## config.mk

```make
export PLATFORM = sky130hd
export DESIGN_NAME = mul3_arb_seq
export DESIGN_NICKNAME = d
export VERILOG_FILES = /design/src/rtl/mul3_arb_seq.sv
export SDC_FILE = /design/constraint.sdc
export NUM_CORES = 1
export LEC_CHECK = 0
export CORE_UTILIZATION = 42
export CTS_CLUSTER_DIAMETER = 30
export DETAILED_ROUTE_END_ITERATION = 8
export HOLD_SLACK_MARGIN = 0.03
export PLACE_DENSITY = 0.8
export SYNTH_ARGS = -nofsm -noshare
export SYNTH_HDL_FRONTEND = slang
export SYNTH_SLANG_ARGS = --single-unit
```

## constraint.sdc

```tcl
create_clock -name clk -period 2.5 [get_ports clk]
set_input_delay 0.25 -clock clk [delete_from_list [all_inputs] [get_ports clk]]
set_output_delay 0.25 -clock clk [all_outputs]
set_load 0.02 [all_outputs]
```

## src/rtl/mul3_arb_seq.sv

```systemverilog
// mul3_arb_seq: two-requester arbiter feeding a 3x3-bit shift-and-add multiplier.
// One partial-product row per cycle, so a result appears 3 cycles after accept
// and is held until the consumer takes it.
// Optional build macro: MUL3_ARB_RR_EN selects round-robin arbitration;
// when it is undefined, requester 0 has fixed priority.
//
// Handshake: a transfer happens on a rising edge where valid and ready are both
// high. reqN_ready depends combinationally on reqN_valid (IDLE only), and a
// requester may drop valid before it is granted. resp_valid, resp_id and
// resp_prod hold steady until resp_ready is seen high at an edge.
module mul3_arb_seq (
  input  logic       clk,
  input  logic       rst,
  input  logic       req0_valid,
  input  logic [2:0] req0_a,
  input  logic [2:0] req0_b,
  output logic       req0_ready,
  input  logic       req1_valid,
  input  logic [2:0] req1_a,
  input  logic [2:0] req1_b,
  output logic       req1_ready,
  output logic       resp_valid,
  output logic       resp_id,
  output logic [5:0] resp_prod,
  input  logic       resp_ready,
  output logic       busy,
  output logic [1:0] state_dbg
);

  typedef enum logic [1:0] {
    IDLE = 2'd0,
    MUL  = 2'd1,
    DONE = 2'd2
  } state_t;

  state_t     state;
  state_t     state_nxt;
  logic [2:0] a_q;
  logic [2:0] b_q;
  logic       id_q;
  logic [5:0] acc;
  logic [1:0] row;
  logic       grant;
  logic       accept;
  logic       b_bit;
  logic [5:0] pp_row;

`ifdef MUL3_ARB_RR_EN
  logic last_grant;

  // Round-robin: on a tie, the requester that was not served last wins.
  always_comb begin
    grant = 1'b0;
    if (req0_valid && req1_valid) grant = ~last_grant;
    else                          grant = req1_valid;
  end

  // Remember who was served by the most recent accept.
  always_ff @(posedge clk or posedge rst) begin
    if (rst)         last_grant <= 1'b1;
    else if (accept) last_grant <= grant;
  end
`else
  // Fixed priority: requester 0 wins any tie.
  always_comb begin
    grant = 1'b0;
    if (req0_valid) grant = 1'b0;
    else            grant = req1_valid;
  end
`endif

  assign accept     = (state == IDLE) && (req0_valid || req1_valid);
  assign req0_ready = (state == IDLE) && req0_valid && !grant;
  assign req1_ready = (state == IDLE) && req1_valid && grant;

  // Pick the multiplier bit for the current row and form the shifted row.
  always_comb begin
    b_bit = 1'b0;
    case (row)
      2'd0:    b_bit = b_q[0];
      2'd1:    b_bit = b_q[1];
      2'd2:    b_bit = b_q[2];
      default: b_bit = 1'b0;
    endcase
  end

  assign pp_row = {3'b000, a_q & {3{b_bit}}} << row;

  // State register.
  always_ff @(posedge clk or posedge rst) begin
    if (rst) state <= IDLE;
    else     state <= state_nxt;
  end

  // Next-state logic; the unused encoding falls back to IDLE.
  always_comb begin
    state_nxt = IDLE;
    case (state)
      IDLE:    state_nxt = accept ? MUL : IDLE;
      MUL:     state_nxt = (row == 2'd2) ? DONE : MUL;
      DONE:    state_nxt = resp_ready ? IDLE : DONE;
      default: state_nxt = IDLE;
    endcase
  end

  // Operand capture on accept, then one accumulate step per MUL cycle.
  always_ff @(posedge clk or posedge rst) begin
    if (rst) begin
      a_q  <= 3'd0;
      b_q  <= 3'd0;
      id_q <= 1'b0;
      acc  <= 6'd0;
      row  <= 2'd0;
    end else if (accept) begin
      a_q  <= grant ? req1_a : req0_a;
      b_q  <= grant ? req1_b : req0_b;
      id_q <= grant;
      acc  <= 6'd0;
      row  <= 2'd0;
    end else if (state == MUL) begin
      acc <= acc + pp_row;
      row <= row + 2'd1;
    end
  end

  assign resp_valid = (state == DONE);
  assign resp_prod  = acc;
  assign resp_id    = id_q;
  assign busy       = (state != IDLE);
  assign state_dbg  = state;

endmodule

```

* Word-level counts from Yosys, hierarchy flattened
Cells that the tools add are included.
** Word-level totals
- Register bits after elaboration :: 17
- Bits of input ports :: 17
- Output and inout port bits :: 13
- Word-level logic and storage cells :: 37
** Cells by class
- Add/sub/neg operators :: 2
- Equal/unequal tests :: 4
- Shift operators :: 1
- Multiplexer cells :: 12
- Bitwise logic cells :: 1
- Reductions and logical operators :: 11
** Operators with widths (count)
- $mux 6 :: 2
- $mux 2 :: 4
- $add 6x6->6 :: 1
- $mux 3 :: 2
- $pmux 2 s3 :: 1
- $shl 3x2->6 :: 1
- $logic_and 1x1->1 :: 5
- $eq 2x1->1 const B :: 2
- $eq 2x2->1 const B :: 2
- $logic_not 2->1 :: 2
- $reduce_bool 2->1 :: 2
- $and 3x3->3 :: 1
- $pmux 1 s3 :: 1
- $add 2x1->2 const B :: 1
- $mux 1 :: 2
- $logic_not 1->1 :: 1
- $logic_or 1x1->1 :: 1

* Longest topological paths before layout
- Depth in word-level cells :: 7
- Gate-level depth with buffers :: 12
- Mapped depth without buffers :: 11

* Worst setup path before layout
No wires, ideal clock.
- Path kind :: register to register
- Start :: reg row[1]
- End :: reg acc[4], in the netlist resp_prod[4]
- Arrival time :: 2.551 ns
- Required time :: 2.379 ns
- Slack :: -0.172 ns
- Stages on the path, launching flop included :: 13
- Path buffers :: 1
- Clock period less this slack :: 2.672 ns
- Cell sequence :: dfrtp_1 > buf_2 > inv_1 > ha_1 > a222oi_1 > or2_1 > nor3_1 > ha_1 > fa_1 > a21o_1 > a21oi_1 > xnor2_1 > a22o_1
** On the way
- Longest elaborated chain between the ends :: 7
- Elaborated cells between the ends (all ways) :: 9
- Those cells by class :: 1 x add/sub; 2 x eq/ne; 1 x shift; 3 x mux; 1 x bitwise; 1 x reduce/logical
** RTL lines
- start: declaration :: RTL line 42 : logic [1:0] row;
- start signal: assignment :: RTL line 122 : row <= row + 2'd1;
- $eq 2x2->1 (tied with other cells) :: RTL line 79 : case (row)
- $pmux 1 s3 :: RTL line 79
- $and 3x3->3 :: RTL line 87 : assign pp_row = {3'b000, a_q & {3{b_bit}}} << row;
- $shl 3x2->6 (*) :: RTL line 87
- $add 6x6->6 (*) :: RTL line 121 : acc <= acc + pp_row;
- $mux 6 (*) :: RTL line 120 : end else if (state == MUL) begin
- $mux 6 (*) :: RTL line 114 : end else if (accept) begin
- end signal: assignment :: RTL line 121
- end: declaration :: RTL line 41 : logic [5:0] acc;
Every way passes the cells marked *; elsewhere a longest branch is shown, timed or not. The select of a mux whose other input is x is not followed.
A chain may end at the register's enable or synchronous reset.

* Worst setup path after layout
- Start :: reg row[0]
- End :: reg acc[4], in the netlist resp_prod[4]
The elaborated chain is that of the path after synthesis.

==> key figures <==
CTS
  – Root Buffer: clkbuf_4
  – TritonCTS buffer count: 3
  – Clock-pin slew on the worst setup and hold paths: 0.11 ns
  – H-tree Lvls: 1
  – Cts hold-fix bufs: 0
  – TritonCTS clock tree: yes
  – Worst skew pair latency: 0.30 ns
  – CTS sink count: 17
  – Clk buf depth: 2
  – Post-CTS Setup Bufs: 0

Die
  – Die area: between 2000 and 3000 um2
  – Cell Rows: 18
  – Starting Density: 0.4434
  – Top Ports: 30
  – Chip Width: 52.91 um
  – Core box area: approximately 2500 um2
  – Die Y: about 53 um

Yosys
  – Post-synth top area cell: dfrtp_1
  – Post-synth EDFFs: 0
  – FFs w/ async S/R, synth: 1.000
  – Post-Syn Area per Cell: 9.466 um2
  – Largest cells by area after synthesis: dfrtp_1, ha_1, a22o_1
  – Net Count, Synth: 142
  – Synth Flop Type: dfrtp_1
  – Seq/Total Area, Yosys: 0.3908
  – Yosys reg bits: 17
  – Syn Inst Count: approximately 120
  – Yosys synthesis warning count: 0
  – Synth top area share: 0.3908
  – Synth cell types: 30
  – Mapped Area: approximately 1100 um2

Critical path
  – Crit. path cell count: 11
  – CP endpoint kind: register
  – CP max FO: 4
  – CP top delay family: compound AO/OA/AOI/OAI gates
  – CP max stage delay: around 0.43 ns
  – R2r setup slk: approximately 0.0077 ns
  – R2R cell count: 11
  – CP bufs+invs: 1
  – Worst EP arrival: 2.69 ns
  – Crit path launch type: register
  – Slowest CP cell: dfrtp_2
  – CP required: 2.70 ns
  – CP Cell Sequence: inv_2, ha_4, a222oi_1, or2_4, nor3_2, ha_2, fa_2, a21o_1, a21oi_2, xnor2_1, a22o_1
  – Setup CP Type: register to register

Layout
  – Nets: ~180
  – Commonest cells after routing, fill and taps aside: clkdlybuf4s50_1, dfrtp_1, buf_4
  – Ant. Diodes: 0
  – Layout cell share with drive strength beyond 1: 0.2273
  – Fin util: 0.6427
  – Non-Filler Instances: 184
  – Commonest non-fill, non-tap cell in the layout: clkdlybuf4s50_1
  – Area grow syn2layout: 44.94%

Place
  – GP Congestion: approximately 0.8
  – Cells after DPL: 180
  – HPWL Detailed: 1997 um
  – PortBufs: 29

GRT
  – Vias in the first global route: between 1000 and 1500
  – Initial antenna violation count: 0
  – Gr ovfl total: 0
  – Overall global routing resource usage: 0.2151
  – Pin count of the biggest net entering global routing: 18
  – First-pass GRT wire length: approximately 4300 um

Drt
  – Per-cell routed wire length: 14.14 um
  – DR vias: slightly above 1000
  – Final WL: 2602 um
  – Via density: 5.467
  – Final antenna-violating net count: 0
  – Router iterations before antenna repair: 6
  – Initial DRC Count: 17
  – DRC: 0

Run
  – Max Cap Viol: 0

STA
  – Max Slew Vio Count: 0
  – Setup Skew: 0.005648 ns
  – Setup TNS: 0 ns
  – Rel. slew slack: 0.5547
  – Least-Margin Pin Slew: 0.6665 ns
  – Max Clock Freq: approximately 0.4 GHz
  – Final Cycle Share: 0.9969
  – Fin Hold WS: 0.3293 ns
  – Final setup viols: 0
  – Period minus WS final: 2.492 ns
  – RSZ-0062 raised after global routing: yes
  – Fin. Hold Viols: 0

Power
  – Pwr/cell area: 1183 nW/um2
  – Total power: 1.867 mW
  – Peak VDD IR: 673.8 uV
  – Pleak: 0.7026 nW

Run status
  – Status: completed

Hold path
  – Worst Hold Class: primary input to asynchronous set/reset pin
-- state kept, by name (all words and copies together) (netlist names) --
register and flops:
row 2, resp_id 1, state_dbg 2, a_q 3
b_q 3, resp_prod 6
-- cell usage after synthesis, drive strengths merged (2+ instances only) --
cell	instances
nor3	4
nand2	9
a31oi	3
a22oi	6
xnor2	2
nand3	3
inv	4
nor2b	6
or2	3
a21oi	5
a21o	4
a22o	6
buf	3
dfrtp	17
clkbuf	3
a211oi	3
mux2	2
ha	9
nor2	6
o21ai	10
-- metal layers --
metal  part of all wire  global-route usage  wire (um)
met5                  0                   0          0
met4              0.021              0.1140         54
met3              0.033             0.02586         85
met2               0.52              0.4051       1358
met1               0.42              0.2291       1103
-- what timing repair did --
action                     in CTS  in global routing
setup endpoints to repair       3                  4
gates cloned                    0                  0
pin swaps                       2                  8
gates resized for setup        10                  6
-- report_power, final --
part | switching (mW) | total, mW | internal (mW)
clock | 0.0941 | 0.156 | 0.0622
combinational | 0.590 | 1.18 | 0.588
sequential | 0.130 | 0.533 | 0.403
-- logic make-up after synthesis --
| kind of cell | count (synthesis) | share of synthesized area |
|---|---|---|
| AOI/OAI and AO/OA | 38 | 0.2333 |
| xor gates and xnor gates | 3 | 0.02414 |
| adders and majority gates | 10 | 0.1218 |
| buffers and inverters | 10 | 0.03792 |
| DFF | 17 | 0.3908 |
| muxes | 3 | 0.02988 |
| and+or+nand+nor | 34 | 0.1621 |
-- metrics by stage --
step / setup slack, ns / cell area, um2
2_1_floorplan: -0.02341 / 1105
3_3_place_gp: -0.1008 / 1490
3_5_place_dp: -0.2038 / 1490
4_1_cts: -0.001026 / 1555
5_1_grt: -0.1064 / 1578
6_report: 0.007682 / 1578
-- cell type report --
| class | count | area, um2 |
|---|---|---|
| multi-input combinational | 88 | 686.9 |
| fill | 215 | 877.1 |
| clock buffer | 4 | 26.28 |
| tap | 30 | 37.54 |
| timing repair buffer | 41 | 384.1 |
| inverter | 4 | 15.01 |
| sequential | 17 | 427.9 |
-- final timing paths --
kind | start | endpoint
max | row[0]$_DFFE_PP0P_ | resp_prod[4]$_DFFE_PP0P_
min | rst | state_dbg[0]$_DFF_PP0_
max reg2reg | row[0]$_DFFE_PP0P_ | resp_prod[4]$_DFFE_PP0P_
min reg2reg | b_q[0]$_DFFE_PP0P_ | b_q[0]$_DFFE_PP0P_
max in group asynchronous | rst | row[1]$_DFFE_PP0P_
min in group clk | b_q[0]$_DFFE_PP0P_ | b_q[0]$_DFFE_PP0P_
(Power assumes the default switching activity.)
